`src/rtl/fp_normalizer_pipe.sv`:
```
// Two-stage fraction normalizer: overflow shift with sticky jam, leading-zero left shift, zero detect.
// Optional exponent clamp for subnormal alignment is enabled by defining FP_NORMALIZER_DENORM_CLAMP_EN.
module fp_normalizer_pipe #(
    parameter int EXP_WIDTH  = 10,
    parameter int FRAC_WIDTH = 49,
    parameter int TAG_WIDTH  = 4
) (
    input  logic                  clk,
    input  logic                  reset,
    input  logic                  in_valid,
    output logic                  in_ready,
    input  logic [EXP_WIDTH-1:0]  in_exponent,
    input  logic [FRAC_WIDTH-1:0] in_fraction,
    input  logic [TAG_WIDTH-1:0]  in_tag,
    output logic                  out_valid,
    input  logic                  out_ready,
    output logic [EXP_WIDTH-1:0]  out_exponent,
    output logic [FRAC_WIDTH-1:0] out_fraction,
    output logic [TAG_WIDTH-1:0]  out_tag,
    output logic                  out_zero,
    output logic                  out_underflow
);

    localparam int M   = FRAC_WIDTH - 1;
    localparam int LZW = $clog2(FRAC_WIDTH);
    localparam int CW  = ((EXP_WIDTH > LZW) ? EXP_WIDTH : LZW) + 1;

    typedef enum logic [1:0] {
        CASE_NORM  = 2'd0,
        CASE_OVF   = 2'd1,
        CASE_UNDER = 2'd2,
        CASE_ZERO  = 2'd3
    } norm_case_e;

    logic                  s1_valid_q;
    norm_case_e            s1_case_q,  s1_case_d;
    logic [FRAC_WIDTH-1:0] s1_frac_q;
    logic [EXP_WIDTH-1:0]  s1_exp_q;
    logic [TAG_WIDTH-1:0]  s1_tag_q;
    logic [LZW-1:0]        s1_shift_q, s1_shift_d;
    logic                  s1_uf_q,    s1_uf_d;

    logic                  s2_valid_q;
    logic [FRAC_WIDTH-1:0] s2_frac_q,  s2_frac_d;
    logic [EXP_WIDTH-1:0]  s2_exp_q,   s2_exp_d;
    logic [TAG_WIDTH-1:0]  s2_tag_q;
    logic                  s2_zero_q,  s2_zero_d;
    logic                  s2_uf_q,    s2_uf_d;

    logic           s1_load, s2_load;
    logic [LZW-1:0] lz;
    logic [CW-1:0]  e_ext, e_m1, l_ext;

    assign s2_load  = !s2_valid_q || out_ready;
    assign s1_load  = !s1_valid_q || s2_load;
    // Reset flushes the pipe on the next edge, so advertise space while it is held.
    assign in_ready = s1_load || reset;

    // Stage 1 decode: leading-zero count over F[M-1:0] and the shift amount.
    // NOTE: every always_comb output gets a default first so no path leaves it unassigned (no latch).
    always_comb begin
        lz = LZW'(M);
        for (int i = 0; i < M; i++) begin
            if (in_fraction[i]) lz = LZW'(M - 1 - i);
        end
        e_ext = CW'(in_exponent);
        e_m1  = e_ext - CW'(1);
        l_ext = CW'(lz);

        if (in_fraction[M])             s1_case_d = CASE_OVF;
        else if (in_fraction[M-1])      s1_case_d = CASE_NORM;
        else if (in_fraction == '0)     s1_case_d = CASE_ZERO;
        else                            s1_case_d = CASE_UNDER;

        s1_shift_d = '0;
        s1_uf_d    = 1'b0;
        if (s1_case_d == CASE_UNDER) begin
`ifdef FP_NORMALIZER_DENORM_CLAMP_EN
            if (e_ext == '0)        s1_shift_d = '0;
            else if (l_ext < e_m1)  s1_shift_d = lz;
            else                    s1_shift_d = LZW'(e_m1);
            s1_uf_d = (CW'(s1_shift_d) < l_ext);
`else
            s1_shift_d = lz;
            s1_uf_d    = (e_ext < l_ext);
`endif
        end
    end

    always_comb begin
        s2_frac_d = s1_frac_q;
        s2_exp_d  = s1_exp_q;
        s2_zero_d = 1'b0;
        s2_uf_d   = 1'b0;
        case (s1_case_q)
            CASE_OVF: begin
                s2_frac_d = {1'b0, s1_frac_q[M:2], s1_frac_q[1] | s1_frac_q[0]};
                s2_exp_d  = s1_exp_q + EXP_WIDTH'(1);
            end
            CASE_UNDER: begin
                s2_frac_d = s1_frac_q << s1_shift_q;
                s2_exp_d  = s1_exp_q - EXP_WIDTH'(s1_shift_q);
                s2_uf_d   = s1_uf_q;
            end
            CASE_ZERO: begin
                s2_frac_d = '0;
                s2_exp_d  = '0;
                s2_zero_d = 1'b1;
            end
            default: ;
        endcase
    end

    // NOTE: state registers use non-blocking assignments so every flop samples pre-edge values.
    always_ff @(posedge clk) begin
        if (reset) begin
            s1_valid_q <= 1'b0;
            s1_case_q  <= CASE_NORM;
            s1_frac_q  <= '0;
            s1_exp_q   <= '0;
            s1_tag_q   <= '0;
            s1_shift_q <= '0;
            s1_uf_q    <= 1'b0;
            s2_valid_q <= 1'b0;
            s2_frac_q  <= '0;
            s2_exp_q   <= '0;
            s2_tag_q   <= '0;
            s2_zero_q  <= 1'b0;
            s2_uf_q    <= 1'b0;
        end else begin
            if (s1_load) begin
                s1_valid_q <= in_valid;
                if (in_valid) begin
                    s1_case_q  <= s1_case_d;
                    s1_frac_q  <= in_fraction;
                    s1_exp_q   <= in_exponent;
                    s1_tag_q   <= in_tag;
                    s1_shift_q <= s1_shift_d;
                    s1_uf_q    <= s1_uf_d;
                end
            end
            if (s2_load) begin
                s2_valid_q <= s1_valid_q;
                if (s1_valid_q) begin
                    s2_frac_q <= s2_frac_d;
                    s2_exp_q  <= s2_exp_d;
                    s2_tag_q  <= s1_tag_q;
                    s2_zero_q <= s2_zero_d;
                    s2_uf_q   <= s2_uf_d;
                end
            end
        end
    end

    assign out_valid     = s2_valid_q;
    assign out_fraction  = s2_frac_q;
    assign out_exponent  = s2_exp_q;
    assign out_tag       = s2_tag_q;
    assign out_zero      = s2_zero_q;
    assign out_underflow = s2_uf_q;

endmodule

```
`config.mk`:
```
export PLATFORM = sky130hd
export DESIGN_NAME = fp_normalizer_pipe
export DESIGN_NICKNAME = d
export VERILOG_FILES = /design/src/rtl/fp_normalizer_pipe.sv
export SDC_FILE = /design/constraint.sdc
export NUM_CORES = 1
export LEC_CHECK = 0
export CORE_MARGIN = 5
export CORE_UTILIZATION = 40
export CTS_CLUSTER_SIZE = 8
export DETAILED_ROUTE_END_ITERATION = 7
export PLACE_DENSITY = 0.66
export SLEW_MARGIN = 20
export SYNTH_ARGS = -nofsm -noshare
export SYNTH_HDL_FRONTEND = slang
export SYNTH_SLANG_ARGS = --single-unit
```
`constraint.sdc`:
```
create_clock -name clk -period 4.28 [get_ports clk]
set_clock_uncertainty 0.1 [all_clocks]
set_input_delay 0.856 -clock clk [delete_from_list [all_inputs] [get_ports clk]]
set_output_delay 0.856 -clock clk [all_outputs]
set_load 0.005 [all_outputs]
```
## Yosys cells after proc, flatten, opt, wreduce, memory -nomap -nowiden

Index checks and enable logic that the tools add are counted.

| cells by class | value |
|---|---|
| add/sub/neg operators | 2 |
| $mul | 0 |
| div/mod/pow operators | 0 |
| magnitude comparators | 1 |
| equal/unequal tests | 4 |
| shift operators | 1 |
| mux-type cells | 57 |
| bitwise gates (word level) | 1 |
| reductions and logical operators | 8 |

Operators with widths:

| operator | count |
|---|---|
| $mux W6 | 48 |
| $pmux W49 S3 | 1 |
| $logic_not A49 Y1 | 1 |
| $shl A49 B6 Y49 | 1 |
| $pmux W10 S3 | 1 |
| $add A10 B1 Y10 const B | 1 |
| $lt A10 B6 Y1 | 1 |
| $sub A10 B6 Y10 | 1 |
| $eq A2 B2 Y1 const B | 3 |
| $mux W5 | 1 |
| $mux W1 | 4 |
| $mux W2 | 2 |
| $reduce_and A2 Y1 | 2 |
| $logic_or A1 B1 Y1 | 3 |
| $eq A2 B1 Y1 const B | 1 |
| $logic_not A1 Y1 | 2 |
| $or A1 B1 Y1 | 1 |

| word-level totals | value |
|---|---|
| register bits after elaboration | 139 |
| latch bits | 0 |
| RAM bits | 0 |
| ROM bits | 0 |
| input bits | 67 |
| output and inout bits | 67 |
| word-level logic and storage cells | 87 |
| memories kept | 0 |

## Depth between registers and ports, before layout

| depth | value |
|---|---|
| word-level depth | 50 |
| gate-level depth with buffers | 14 |
| depth with buffers taken out | 12 |

## Least setup slack after synthesis

Ideal clock, no wire load.

| path | value |
|---|---|
| kind | input to register |
| start | input in_fraction[4] |
| end | register s1_uf_q |
| library setup time | 0.074 ns |
| data arrival time | 2.815 ns |
| data required time | 4.106 ns |
| path slack | 1.290 ns |
| cell stages on the path | 11 |
| buffers on the path | 0 |
| cells stage by stage | or4_1 -> o211ai_1 -> a31oi_1 -> o211ai_1 -> ha_1 -> a21oi_1 -> nor2b_1 -> o21ai_0 -> and4b_1 -> a32oi_1 -> a31oi_1 |

| between the ends | value |
|---|---|
| longest elaborated chain between the ends | 46 |
| elaborated cells between the ends (all ways) | 51 |
| those cells by class | order compare: 1; eq/ne: 1; mux: 48; reduce/logical: 1 |

RTL lines:

| element | line | source |
|---|---|---|
| start, declared | 13 | `input logic [FRAC_WIDTH-1:0] in_fraction,` |
| $mux W6 (44 in series) | 64 | `if (in_fraction[i]) lz = LZW'(M - 1 - i);` |
| $lt A10 B6 Y1 | 85 | `s1_uf_d = (e_ext < l_ext);` |
| $mux W1 * | 77 | `if (s1_case_d == CASE_UNDER) begin` |
| end signal, assigned | 139 | `s1_uf_q <= s1_uf_d;` |
| end, declared | 41 | `logic s1_uf_q, s1_uf_d;` |

Mark *: on every way between the ends. The rest lies on a longest branch, timed or not.
A chain may end at the register's enable or synchronous reset.

## Final worst setup path

| path | value |
|---|---|
| start | input in_fraction[8] |
| end | register s1_uf_q |

| between the ends | value |
|---|---|
| longest elaborated chain between the ends | 42 |
| elaborated cells between the ends (all ways) | 47 |
| those cells by class | order compare: 1; eq/ne: 1; mux: 44; reduce/logical: 1 |

RTL lines:

| element | line |
|---|---|
| $mux W6 (40 in series) | 64 |
| $lt A10 B6 Y1 | 85 |
| $mux W1 * | 77 |

Marks and branches as above.

==> impl_results.md <==
- VDD IR max: ~0.26 mV
- Die H: between 150 and 200 µm
- Failing checks: design-rule violations
- Die footprint: 29550 µm²
- Overflow after GRT: 0
- Mapped cell area: 10490 µm²
- Number of global-route vias before repair: 10410
- Vias: ~11000
- I/O Buffers: about 130
- Setup WS post-layout: around 930 ps
- TritonCTS clock tree: yes
- Max clock buf depth: 2
- Vias per inst: approximately 6.4
- Final Hold Fails: 0
- H-tree levels: 4
- GPL Wtd Cong: 0.9882
- Number of synthesis warnings: 0
- Die Wd: between 150 and 200 µm
- Cell taking the most area after synthesis: dfxtp_1
- Synthesized net count: about 1400
- DR WL/cell: around 25 µm
- Fin crit period: ~3300 ps
- Post-synth top cells: nand2_1, dfxtp_1, a21oi_1, nor2_1, clkbuf_1
- Post-Route WL: around 42 mm
- Core ar.: about 26000 µm²
- Library cells used by synthesis: 77
- Synth-to-layout area growth: 20.12%
- Antenna Cells: 0
- Required @ worst endpoint: 4550 ps
- Max_cap viols: 0
- Fill cell count: 2497
- Avg Cell Area, Syn: 8.103 µm²
- Final Non-Filler Cells: approximately 1700
- Tightest Pin Transition: around 960 ps
- Num Clock Sinks: approximately 140
- First-pass GRT wire length: 63.73 mm
- # IOs: approximately 130
- Flops & latches, synth: 139
- Final slew viol count: 0
- Dpl cells: 1677
- Post_cts resized: 0
- Power density cells: 296.9 nW/µm²
- Synth top area cells: dfxtp_1, mux4_2, nand2_1
- First-pass DRT Iterations: 8
- Critical path fanouts, max: 4
- Top-count cell post-synth: nand2_1
- Initial antenna violation count: 0
- Routed Antenna Nets: 0
- Share of cells above drive strength 1: 0.1099
- Leak: 0.004403 µW
- Hold Buf Count CTS: 0
- Synth Flop Type: dfxtp_1
- Total power: roughly 3700 µW
- Period utilization: 0.7824
- Final TNS setup: 0 ps
- Fmax achieved: approximately 300 MHz
- Critical path class: in -> reg
- Max_slew headroom: 0.3572
- Worst-path clk slew: around 70 ps
- Outcome: finished, violations left
- Nets: 1447
- Crit. End Element: flip-flop
- Final setup violation count: 0
- FP Rows: 59
- Post-synthesis sequential area ratio: 0.2654
- Cells after synthesis: roughly 1300
- Clock latency on the worst-skew pair: about 440 ps
- Final hold slack: between 300 and 400 ps
- Hold crit path type: reg -> reg
- Crit path arrival time: 3620 ps
- DRC errors left: 1
- Asr flop ratio synth: 0
- Post-DP HPWL: between 30 and 40 mm
- Gr usage total: 0.2802
- Cts bufs inserted: 17
- Setup slack at placement: around 490 ps
- Initial DRC count: about 1500
- Startpoint Class: input port
- Unrepaired setup endpoints after global routing: false
- Postcts setup bufs: 0
- Largest net degree at the start of global routing: a little under 70
- Clock Tree Root: clkbuf_16
- Initial Util: 0.4047
- Synth top area share: 0.2654
- Post-synth EDFFs: 0
-- state kept, by name (all words and copies together), names as in the netlist --
register and count:
s1_exp_q 10, s1_frac_q 49, out_valid 1, out_exponent 10
out_zero 1, out_fraction 49, out_tag 4, s1_shift_q 6
out_underflow 1, s1_tag_q 4, s1_valid_q 1, s1_case_q 2
s1_uf_q 1
-- layer usage --
metal,track usage,wire length [µm]
met5,0,0
met4,0.1148,1652
met3,0.05258,4172
met2,0.4100,17910
met1,0.4062,18150
-- final cells by class --
class / count / area (µm²) / share of cell area
inverters: 27 / 101.3 / 0.008047
repair buffers: 163 / 1579 / 0.1254
flip-flops and latches: 139 / 2793 / 0.2217
well taps: 335 / 419.2 / 0.03328
clock buffers: 17 / 425.4 / 0.03378
clock inverters: 15 / 188.9 / 0.01500
multi-input cells: 1013 / 7088 / 0.5628
-- layout by cell type, fill, tap and decap left out, types with 5 or more instances in the layout --
cell	count
a2111oi_0	6
a211oi_1	12
a21boi_0	8
a21oi_1	131
a221oi_1	25
a22oi_1	7
a31oi_1	10
a32oi_1	7
and2_1	7
and3_1	9
buf_4	29
clkbuf_16	17
clkdlybuf4s50_1	132
clkinv_8	5
dfxtp_1	135
ha_1	18
inv_1	25
inv_8	5
mux2_2	34
mux2i_1	57
mux4_1	15
mux4_2	39
nand2_1	229
nand2b_1	13
nand3_1	15
nor2_1	77
nor2b_1	15
nor3_1	31
nor4_1	22
o211ai_1	18
o21a_1	7
o21ai_0	72
o21ai_1	5
o22ai_1	5
o311ai_0	5
o31ai_1	10
or3_1	18
-- final timing paths --
check	start	slack [ps]	depth (start not counted)	end
setup / recovery	in_fraction[8]	930	12	s1_uf_q
hold / removal	out_fraction[6]	350	2	out_fraction[6]
setup reg to reg	s1_case_q[0]	1070	11	out_exponent[9]
hold reg to reg	out_fraction[6]	350	2	out_fraction[6]
-- through the flow --
stage,util,area [µm²]
floorplan,-,10490
global placement,0.4624,11980
detailed placement,0.4624,11980
CTS,0.4861,12590
global route,0.4861,12590
finish,0.4861,12590
-- worst max-delay path, stage by stage --
cell and delay, ps:
clkdlybuf4s50_1 480, nor4_1 590, o211ai_1 190, a31oi_1 230, o211ai_1 140, ha_1 350, a21oi_1 150, nor2b_1 50
o21ai_0 140, and4b_1 200, a32oi_1 100, a31oi_1 150
-- cells by family (layout without fill, tap and decap cells) --
kind of cell,after synthesis,after routing,share of synthesized area
XOR/XNOR,1,1,0.0008355
adder cells (fa/ha/maj),19,19,0.02339
multiplexers,145,145,0.2123
AO/OA/AOI/OAI,385,385,0.2372
flip-flops,139,139,0.2654
AND/OR/NAND/NOR,463,463,0.2008
buffers and inverters,142,222,0.06002
-- where the power goes --
| part | internal (µW) | total, µW | switching [µW] | leakage [µW] |
|---|---|---|---|---|
| logic | 317 | 721 | 404 | 0.00296 |
| clock network | 800 | 1540 | 738 | 0.000300 |
| registers | 1360 | 1480 | 122 | 0.00114 |
Power figures use the tool's default switching activity.
